### src/rtl/entry_seq_pkg.sv
`default_nettype none
// ============================================================================
// Module   : entry_seq_pkg
// Brief    : Shared types and widths for the calculator entry sequencer.
// Revision : 1.0
// ============================================================================
package entry_seq_pkg;

    localparam int PHASE_W = 3;
    localparam int OPC_W   = 3;
    localparam int DATA_W  = 8;
    localparam int RES_W   = 16;

    // Encodings double as the phase code shown on the display.
    typedef enum logic [PHASE_W-1:0] {
        ST_IDLE   = 3'd0,
        ST_GET_A  = 3'd1,
        ST_GET_B  = 3'd2,
        ST_GET_OP = 3'd3,
        ST_ISSUE  = 3'd4,
        ST_WAIT   = 3'd5,
        ST_SHOW   = 3'd6
    } state_e;

    function automatic logic is_entry(input state_e s);
        return (s == ST_GET_A) || (s == ST_GET_B) || (s == ST_GET_OP);
    endfunction

endpackage
`default_nettype wire

### src/rtl/entry_sequencer_rise.sv
`default_nettype none
// ============================================================================
// Module   : rise_detect
// Brief    : Single-flop rising-edge detector for a raw button level.
// Revision : 1.0
// ============================================================================
module rise_detect (
    input  logic clk,
    input  logic rst_n,
    input  logic sig_in,
    output logic rise
);

    logic prev_q;

    always_ff @(posedge clk or negedge rst_n) begin
        if (!rst_n) begin
            prev_q <= 1'b0;
        end else begin
            prev_q <= sig_in;
        end
    end

    assign rise = sig_in & ~prev_q;

endmodule
`default_nettype wire

### src/rtl/entry_sequencer.sv
`default_nettype none
// ============================================================================
// Module   : entry_sequencer
// Brief    : Sequences operand/opcode entry, one ALU operation and result hold.
// Revision : 1.0
// ============================================================================
module entry_sequencer
    import entry_seq_pkg::*;
#(
    parameter int NUM_OPS      = 6,
    parameter int WAIT_TIMEOUT = 1023
) (
    input  logic               clk,
    input  logic               rst_n,
    input  logic               btn_start,
    input  logic               btn_clear,
    input  logic [DATA_W-1:0]  iu_value,
    input  logic               iu_value_ready,
    output logic               iu_enable,
    output logic [DATA_W-1:0]  alu_a,
    output logic [DATA_W-1:0]  alu_b,
    output logic [OPC_W-1:0]   alu_op,
    output logic               alu_start,
    input  logic               alu_done,
    input  logic [RES_W-1:0]   alu_result,
    output logic [RES_W-1:0]   result,
    output logic               result_valid,
    output logic               err,
    output logic [PHASE_W-1:0] phase
);

    localparam int                 CNT_W     = $clog2(WAIT_TIMEOUT + 1);
    localparam logic [CNT_W-1:0]   CNT_MAX   = CNT_W'(WAIT_TIMEOUT);
    localparam logic [CNT_W-1:0]   CNT_LAST  = CNT_W'(WAIT_TIMEOUT - 1);
    localparam logic [DATA_W-1:0]  NUM_OPS_V = DATA_W'(NUM_OPS);

    logic start_rise, clear_rise;

    rise_detect u_start_rise (
        .clk    (clk),
        .rst_n  (rst_n),
        .sig_in (btn_start),
        .rise   (start_rise)
    );

    rise_detect u_clear_rise (
        .clk    (clk),
        .rst_n  (rst_n),
        .sig_in (btn_clear),
        .rise   (clear_rise)
    );

    state_e              state_q,        state_d;
    logic                iu_enable_q,    iu_enable_d;
    logic [DATA_W-1:0]   alu_a_q,        alu_a_d;
    logic [DATA_W-1:0]   alu_b_q,        alu_b_d;
    logic [OPC_W-1:0]    alu_op_q,       alu_op_d;
    logic                alu_start_q,    alu_start_d;
    logic [RES_W-1:0]    result_q,       result_d;
    logic                result_valid_q, result_valid_d;
    logic                err_q,          err_d;
    logic [CNT_W-1:0]    cnt_q,          cnt_d;
    logic                capture;

    always_comb begin
        state_d        = state_q;
        alu_a_d        = alu_a_q;
        alu_b_d        = alu_b_q;
        alu_op_d       = alu_op_q;
        result_d       = result_q;
        result_valid_d = result_valid_q;
        err_d          = err_q;
        cnt_d          = cnt_q;
        capture        = 1'b0;

        case (state_q)
            ST_IDLE: begin
                if (start_rise) state_d = ST_GET_A;
            end
            ST_GET_A: begin
                if (iu_value_ready) begin
                    alu_a_d = iu_value;
                    capture = 1'b1;
                    state_d = ST_GET_B;
                end
            end
            ST_GET_B: begin
                if (iu_value_ready) begin
                    alu_b_d = iu_value;
                    capture = 1'b1;
                    state_d = ST_GET_OP;
                end
            end
            ST_GET_OP: begin
                if (iu_value_ready) begin
                    capture = 1'b1;
                    if (iu_value < NUM_OPS_V) begin
                        alu_op_d = iu_value[OPC_W-1:0];
                        err_d    = 1'b0;
                        state_d  = ST_ISSUE;
                    end else begin
                        err_d    = 1'b1;
                    end
                end
            end
            ST_ISSUE: begin
                cnt_d   = '0;
                state_d = ST_WAIT;
            end
            ST_WAIT: begin
                cnt_d = (cnt_q == CNT_MAX) ? cnt_q : cnt_q + CNT_W'(1);
                // A completion in the timeout cycle still counts as a good result.
                if (alu_done) begin
                    result_d       = alu_result;
                    result_valid_d = 1'b1;
                    state_d        = ST_SHOW;
                end else if (cnt_q >= CNT_LAST) begin
                    result_d = '0;
                    err_d    = 1'b1;
                    state_d  = ST_SHOW;
                end
            end
            ST_SHOW: begin
                if (start_rise) begin
                    result_valid_d = 1'b0;
                    err_d          = 1'b0;
                    alu_a_d        = '0;
                    alu_b_d        = '0;
                    state_d        = ST_GET_A;
                end
            end
            default: state_d = ST_IDLE;
        endcase

        if (clear_rise) begin
            state_d        = ST_IDLE;
            alu_a_d        = '0;
            alu_b_d        = '0;
            alu_op_d       = '0;
            result_d       = '0;
            result_valid_d = 1'b0;
            err_d          = 1'b0;
            cnt_d          = '0;
            capture        = 1'b0;
        end

        // The entry unit is held low for one cycle after each capture to flush it.
        alu_start_d = (state_d == ST_ISSUE);
        iu_enable_d = is_entry(state_d) && !capture;
    end

    always_ff @(posedge clk or negedge rst_n) begin
        if (!rst_n) begin
            state_q        <= ST_IDLE;
            iu_enable_q    <= 1'b0;
            alu_a_q        <= '0;
            alu_b_q        <= '0;
            alu_op_q       <= '0;
            alu_start_q    <= 1'b0;
            result_q       <= '0;
            result_valid_q <= 1'b0;
            err_q          <= 1'b0;
            cnt_q          <= '0;
        end else begin
            state_q        <= state_d;
            iu_enable_q    <= iu_enable_d;
            alu_a_q        <= alu_a_d;
            alu_b_q        <= alu_b_d;
            alu_op_q       <= alu_op_d;
            alu_start_q    <= alu_start_d;
            result_q       <= result_d;
            result_valid_q <= result_valid_d;
            err_q          <= err_d;
            cnt_q          <= cnt_d;
        end
    end

    assign iu_enable    = iu_enable_q;
    assign alu_a        = alu_a_q;
    assign alu_b        = alu_b_q;
    assign alu_op       = alu_op_q;
    assign alu_start    = alu_start_q;
    assign result       = result_q;
    assign result_valid = result_valid_q;
    assign err          = err_q;
    assign phase        = state_q;

endmodule
`default_nettype wire
### config.mk
export PLATFORM = sky130hd
export DESIGN_NAME = entry_sequencer
export DESIGN_NICKNAME = d
export VERILOG_FILES = /design/src/rtl/entry_seq_pkg.sv /design/src/rtl/entry_sequencer_rise.sv /design/src/rtl/entry_sequencer.sv
export SDC_FILE = /design/constraint.sdc
export NUM_CORES = 1
export LEC_CHECK = 0
export CAP_MARGIN = 25
export CORE_MARGIN = 2
export CORE_UTILIZATION = 40
export CTS_CLUSTER_DIAMETER = 150
export DETAILED_ROUTE_END_ITERATION = 16
export DONT_BUFFER_PORTS = 1
export HOLD_SLACK_MARGIN = 0.15
export PLACE_DENSITY = 0.6
export SLEW_MARGIN = 25
export SYNTH_ARGS = -nofsm -noshare
export SYNTH_HDL_FRONTEND = slang
export SYNTH_SLANG_ARGS = --single-unit
### constraint.sdc
create_clock -name clk -period 4.5 [get_ports clk]
set_clock_uncertainty 0.05 [all_clocks]
set_input_delay 0.9 -clock clk [delete_from_list [all_inputs] [get_ports clk]]
set_output_delay 0.9 -clock clk [all_outputs]
set_load 0.05 [all_outputs]
Word level (Yosys, flattened, before mapping)
Cells that the tools add are included.

word-level totals
  flip-flop bits (word level) = 54
  input port bits = 30
  logic and storage cells = 101

cells by class
  reductions and logical operators = 24
  equality and inequality tests = 19
  bitwise logic cells = 4
  add/subtract/negate cells = 1
  magnitude comparators = 2
  muxes and demuxes = 39

operator list
  operator               number
  $mux 16                4
  $mux 3                 12
  $mux 8                 4
  $pmux 8 s2             2
  $ne 3x3->1 const B     8
  $mux 10                2
  $pmux 10 s2            1
  $pmux 3 s6             1
  $reduce_bool 3->1      5
  $eq 3x2->1 const B     4
  $eq 3x3->1 const B     4
  $reduce_and 3->1       4
  $mux 1                 11
  $add 10x1->10 const B  1
  $eq 10x10->1 const B   1
  $ge 10x10->1 const B   1
  $lt 8x3->1 const B     1
  $reduce_bool 2->1      4
  $eq 3x1->1 const B     2
  $reduce_and 5->1       1
  $reduce_and 2->1       2
  $reduce_bool 4->1      1
  $logic_not 3->1        1
  $pmux 1 s3             1
  other kinds (8)        11

Depth between registers and ports, before layout
Gate-level depths: netlist (run 1).

  depth after elaboration = 9
  gate-level depth with buffers = 7

By module
From an unflattened synthesis (run 1), not the netlist that was laid out.

second synthesis, totals
  cell total of the unflattened synthesis = 238
  area, all modules = 2,647.5 um2

modules (own cells, without submodules)
  module           cells an instance  instances  area an instance (um2)  sequential area each (um2)
  entry_sequencer  234                1          2,570.0                 1,301.2
  rise_detect      2                  2          38.8                    25.0

Worst setup path before layout (run 1)
OpenSTA, ideal clock, no wires.

  kind = input to register
  from = in btn_start
  to = reg alu_start_q (netlist: alu_start)
  setup slack = 2,477 ps
  arrival = 1,906 ps
  data required time = 4,383 ps
  cell stages on the path = 4
  path buffers = 0
  path through = nor2b_1 > or4_1 > a311oi_1 > and3_1

on the way
  longest elaborated chain between the ends = 5

RTL lines
  item                    RTL line                                       text
  start: declaration      entry_sequencer.sv:15                          input logic btn_start,
  $and 1x1->1             entry_sequencer_rise.sv:24                     assign rise = sig_in & ~prev_q;
  $mux 3                  entry_sequencer.sv:78, entry_sequencer.sv:124
  $pmux 3 s6              entry_sequencer.sv:76                          case (state_q)
  $mux 3                  entry_sequencer.sv:135                         if (clear_rise) begin
  $eq 3x3->1              entry_sequencer.sv:148                         alu_start_d = (state_d == ST_ISSUE);
  named net alu_start_d   entry_sequencer.sv:58                          logic alu_start_q, alu_start_d;
  end signal: assignment  entry_sequencer.sv:170                         alu_start_q <= alu_start_d;
  end: declaration        entry_sequencer.sv:58

The timed path passes the listed nets, and every way through them passes these cells.
A chain may end at the register's enable or synchronous reset.

Final worst setup path (run 1)
  from = reg state_q[2] (netlist: phase[2])
  to = reg result_q[0] (netlist: result[0])

on the way
  longest elaborated chain between the ends = 3

RTL lines
  item                         RTL line                text
  start: declaration           entry_sequencer.sv:53   state_e state_q, state_d;
  start signal: assignment     entry_sequencer.sv:165  state_q <= state_d;
  $eq 3x3->1                   entry_sequencer.sv:76
  $reduce_bool 2->1 (no line)  -
  $reduce_and 2->1 (no line)   -
  end signal: assignment       entry_sequencer.sv:171  result_q <= result_d;
  end: declaration             entry_sequencer.sv:59   logic [RES_W-1:0] result_q, result_d;

No other way between the ends.

==> impl_metrics.ini, run 1 <==
[pwr]
p_clk_frac = 0.249
p_sw_uw = 524
leakage_uw = 0.00119
cellPowerDensity_nw_per_um2 = 482
vdd_drop_max_v = 0.000264
seq_power_share = 0.635
internal_power_uw = 779
switching_share = 0.402
combPwrFrac = 0.116

[setup_path]
crit_path_end_kind = flip-flop
worst_setup_path_start_kind = flip-flop
required_ns = 4.69
cp-endpoint = result[0]
r2r_end = result[0]
worstPathArrival_ns = 2.68
cp-startpoint = phase[2]
crit_type = flip-flop to flip-flop
rrSetupSlack_ns = 2.01
reg2reg_from = phase[2]
r2r_cells = 4
path_max_fanout = 17

[clocking]
cts_hold_buf = 0
cts.htree.levels = 2
cts_tree = done
cts_root_buffer = clkbuf_8
post_cts_buffers = 0
cts_resized = 0
clk_pin_slew_ns = 0.10
numCtsBuffers = 5
insertion_delay_ns = 0.30
clkSinkCount = 54
cts.path.max_buffers = 2

[floorplanning]
num_rows = 29
dieArea_sq_um = 7040
die_h_microns = 83.9
die_w_microns = 83.9
core_area_sq_um = 6280
io_pins = 72
initial_core_util = 0.407

[drt]
drc = 0
first_pass_iters = 4
drtAntennaViolNets = 0
via_count = 1870
routedWlPerCell_microns = 18.1
vias_per_cell = 6.03
drt-initial-drc-count = 109
wl_mm = 5.62

[global_routing]
grt_overflow = 0
grt_pass1_wl_mm = 9.52
antenna_found_initial = 0
grt_pass1_vias = 1753
grtUsageTotal = 0.167
grt_max_degree = 55

[sta]
fin_crit_sh = 0.554
tns_ns = 0
setup_viol = 0
grt_setup_unrepaired = false
worst_pin_slew_ns = 0.878
finalHoldViolCount = 0
relSlewSlack = 0.414
slew_viol_final = 0
post-route-min-period_ns = 2.49
fmax_mhz = 401

[synthesis]
ys_warn_count = 0
syn_area_per_cell_sq_um = 10.8
syn_inst = 236
synth_edf_count = 0
ys.flop_type = dfrtp_1
synth.top_cell.area_share = 0.529
synth.yosys.seq_area_share = 0.529
yosysTopAreaCell = dfrtp_1
synth_area_sq_um = 2550
synth_cell_types = 52
synth_seq_cells = 54
async_flop_share = 1.00
syn_nets = 268
synth_area_leaders = dfrtp_1, a22o_1, nand2_1, a21oi_1, o21ai_1

[outcome]
status = finished clean

[placed_design]
dpl.hpwl_mm = 3.85
portBuffers = 0
gp_congestion = 0.825
numPlacedInstances = 302

[layout]
syn_to_final_growth_pct = 5.88
fin_util = 0.431
fillers = 613
antenna_cells = 0
drive_above_1_share = 0.0815
fin_nets = 264
layout.cells.non_filler = 310

[flow_run]
drv_cap = 0

[min_path]
hold_path.class = input port to asynchronous set/reset pin
==> cell type report <==
cell class / count / area, sq um / share of cell area
clock inverter: 2 / 37.5 / 0.0139
multi-input combinational: 165 / 1120 / 0.415
sequential: 54 / 1350 / 0.500
tap: 77 / 96.3 / 0.0356
clock buffer: 6 / 72.6 / 0.0269
inverter: 6 / 22.5 / 0.00833
==> cell families (layout without fill, tap and decap cells) <==
| kind of cell | count (synthesis) | after routing | share of synthesized area |
|---|---|---|---|
| fa+ha+maj | 2 | 2 | 0.00980 |
| simple gates | 82 | 82 | 0.184 |
| compound gates | 76 | 76 | 0.226 |
| xor+xnor | 1 | 1 | 0.00343 |
| buf+inv | 17 | 14 | 0.0309 |
| mux | 4 | 4 | 0.0157 |
| flops | 54 | 54 | 0.529 |
==> stage by stage <==
stage	worst slack (ns)	hold WS [ns]	total power [uW]	cell area (sq um)
after floorplan	2.48	0.500	953	2550
after global placement	2.06	0.531	989	2590
after detailed placement	2.04	0.539	991	2590
after CTS	2.00	0.215	1320	2700
after global routing	1.84	0.202	1370	2700
final	2.01	0.222	1300	2700
==> sequential cells by signal (all words and copies together), names as in the netlist <==
signal               count
result                  16
cnt_q                   10
alu_a                    8
alu_b                    8
alu_op                   3
phase                    3
alu_start                1
err                      1
iu_enable                1
result_valid             1
u_clear_rise.prev_q      1
u_start_rise.prev_q      1
==> cell usage after synthesis (2+ instances only) <==
cell type / instances
a22o_1: 24
nand2b_1: 6
nor2b_1: 4
nand3_1: 6
o21ai_1: 9
nor2_1: 9
clkbuf_1: 4
inv_1: 6
dfrtp_1: 54
ha_1: 2
and3_1: 3
or3_1: 2
nand4_1: 3
nor3_1: 5
a311oi_1: 4
or4_1: 2
nand2_1: 25
a211oi_1: 3
o41ai_1: 4
nand3b_1: 3
a21oi_1: 9
mux2i_1: 4
o31ai_1: 4
buf_2: 6
o21ai_0: 8
==> routing by layer <==
metal	wire, microns	up-vias	global-route usage
li1	-	878	-
met1	2770	927	0.258
met2	2440	61	0.231
met3	365	4	0.0445
met4	44	0	0.0440
met5	0	-	0
==> critical path, stage by stage (launching register included) <==
cell	delay [ns]
dfrtp_1	0.92
and3b_1	0.44
nand2_2	0.17
nor2_2	0.60
a22o_1	0.24
==> power by group through the flow <==
stage / Combinational (uW) / Clock (uW) / Sequential, uW
2_1_floorplan: 149 / 0 / 804
3_3_place_gp: 150 / 0 / 839
3_5_place_dp: 151 / 0 / 840
4_1_cts: 152 / 336 / 829
5_1_grt: 174 / 356 / 839
6_report: 151 / 325 / 827
==> worst min-delay path by stage <==
stage | slack, ns | from | cells past startpoint | to
6_report | 0.22 | rst_n | 0 | result[11]
4_1_cts | 0.21 | rst_n | 0 | result[8]
3_5_place_dp | 0.54 | cnt_q[7] | 2 | cnt_q[7]
2_1_floorplan | 0.50 | cnt_q[6] | 1 | cnt_q[6]
3_3_place_gp | 0.53 | cnt_q[7] | 2 | cnt_q[7]
5_1_grt | 0.20 | rst_n | 0 | alu_a[5]
==> cell usage in the layout, fill, tap and decap left out, types with 5 or more instances in the layout <==
cell type / netlist / final
clkbuf_8: 0 / 5
nor3_1: 5 / 5
a22o_1: 24 / 24
nand3_1: 6 / 6
o21ai_0: 8 / 8
nand2b_1: 6 / 6
dfrtp_1: 54 / 54
inv_1: 6 / 6
a21oi_1: 9 / 9
nor2_1: 9 / 9
o21ai_1: 9 / 9
nand2_1: 25 / 25
No activity file was read; power rests on OpenSTA's default activity.
==> run 2, diff against run 1 <==
clock period = 2.4 ns   (was 4.5 ns; I/O delays follow)
==> impl_metrics.ini, run 2 (synthesis gave the netlist of run 1 again) <==
[floorplanning]
die_w_microns = 83.9
initial_core_util = 0.407
core_area_sq_um = 6280
io_pins = 72
num_rows = 29
dieArea_sq_um = 7040
die_h_microns = 83.9

[layout]
final_common_cell = dfrtp_1
fin_nets = 274
antenna_cells = 0
drive_above_1_share = 0.111
finalInstanceArea_sq_um = 2790
syn_to_final_growth_pct = 9.22
fillers = 585
mostFrequentLayoutCells = dfrtp_1, nand2_1, a22o_1
largest_reg_flops = 16

[outcome]
status = finished clean

[setup_path]
critPathSlowestCell = a21oi_2
crit_family = compound AO/OA/AOI/OAI gates
required_ns = 2.60
cp_slowest_stage_delay_ns = 0.60
reg2reg_from = cnt_q[0]
r2r_cells = 6
path_max_fanout = 16
r2r_end = result[9]
crit_path_end_kind = flip-flop
crit_type = flip-flop to flip-flop
worst_setup_path_start_kind = flip-flop
worstPathCellList = inv_1, ha_1, nor2_1, o31ai_4, a21oi_2, a22o_1
crit_buf_inv = 1
worstPathArrival_ns = 2.20
cp-startpoint = cnt_q[0]
rrSetupSlack_ns = 0.40

[global_routing]
grt_pass1_wl_mm = 9.34
grt_pass1_vias = 1826
grtUsageTotal = 0.163
antenna_found_initial = 0
grt_overflow = 0
grt_max_degree = 55

[sta]
finalHoldViolCount = 0
fin_crit_sh = 0.835
worst_pin_slew_ns = 0.918
grt_setup_unrepaired = false
setup_viol = 0
post-route-min-period_ns = 2.00
relSlewSlack = 0.383
tns_ns = 0
fmax_mhz = 499
slew_viol_final = 0

[min_path]
hold_end = alu_a[0]
worstHoldStart = iu_value[0]
hold_path.class = input port to flip-flop
hold_depth = 2

[placed_design]
portBuffers = 0
gp_congestion = 0.787
placed_cell_area_sq_um = 2640
dpl.hpwl_mm = 3.76

[drt]
drc = 0
routedWlPerCell_microns = 17.3
vias_per_cell = 5.92
drt-initial-drc-count = 90
wl_mm = 5.54
via_count = 1893
first_pass_iters = 4
drtAntennaViolNets = 0

[pwr]
vdd_drop_max_v = 0.000578
cellPowerDensity_nw_per_um2 = 870
leakage_uw = 0.00124

[clocking]
cts_root_buffer = clkbuf_8
clk_pin_slew_ns = 0.11
cts.htree.levels = 2
numCtsBuffers = 5
cts.path.max_buffers = 2
insertion_delay_ns = 0.31
cts_resized = 0
clkSinkCount = 54
cts_tree = done

[flow_run]
drv_cap = 0
==> run 2: cell type report <==
class                      count  area (sq um)  area share
timing repair buffer          10           103      0.0368
multi-input combinational    165          1120       0.403
inverter                       6          22.5     0.00808
tap                           77          96.3      0.0346
clock inverter                 3          23.8     0.00853
sequential                    54          1350       0.485
clock buffer                   5          68.8      0.0247
==> run 2: power breakdown <==
part | total, uW | switching, uW | internal, uW
registers | 1480 | 462 | 1020
logic | 414 | 248 | 166
clock network | 533 | 324 | 210
==> run 2: what timing repair did <==
item / CTS / global route
endpoints found under the setup margin: 0 / 0
hold buffers: 4 / 0
setup buffers: 0 / 0
endpoints found under the hold margin: 56 / 0
==> run 2: layer usage <==
layer  wire [microns]  global-route usage  vias to the layer above
met3              416              0.0465                        6
met2             2410               0.243                       69
met5                0                   0                        -
met4               65              0.0484                        0
li1                 -                   -                      898
met1             2650               0.231                      920
==> run 2: worst max path at each step <==
stage / cells past startpoint / to
after global placement: 6 / result[3]
after CTS: 6 / result[3]
after global routing: 6 / result[9]
after floorplan: 5 / cnt_q[0]
after detailed placement: 6 / result[6]
final: 6 / result[9]
==> run 2: metrics by stage <==
stage | utilization | std cells | total power, uW | setup slack, ns | hold slack [ns]
floorplan | - | 236 | 1790 | 0.570 | 0.134
global placement | 0.420 | 308 | 1890 | 0.423 | 0.136
detailed placement | 0.420 | 308 | 1890 | 0.402 | 0.136
CTS | 0.444 | 320 | 2440 | 0.354 | 0.222
global route | 0.444 | 320 | 2540 | 0.180 | 0.223
finish | 0.444 | 320 | 2430 | 0.395 | 0.222
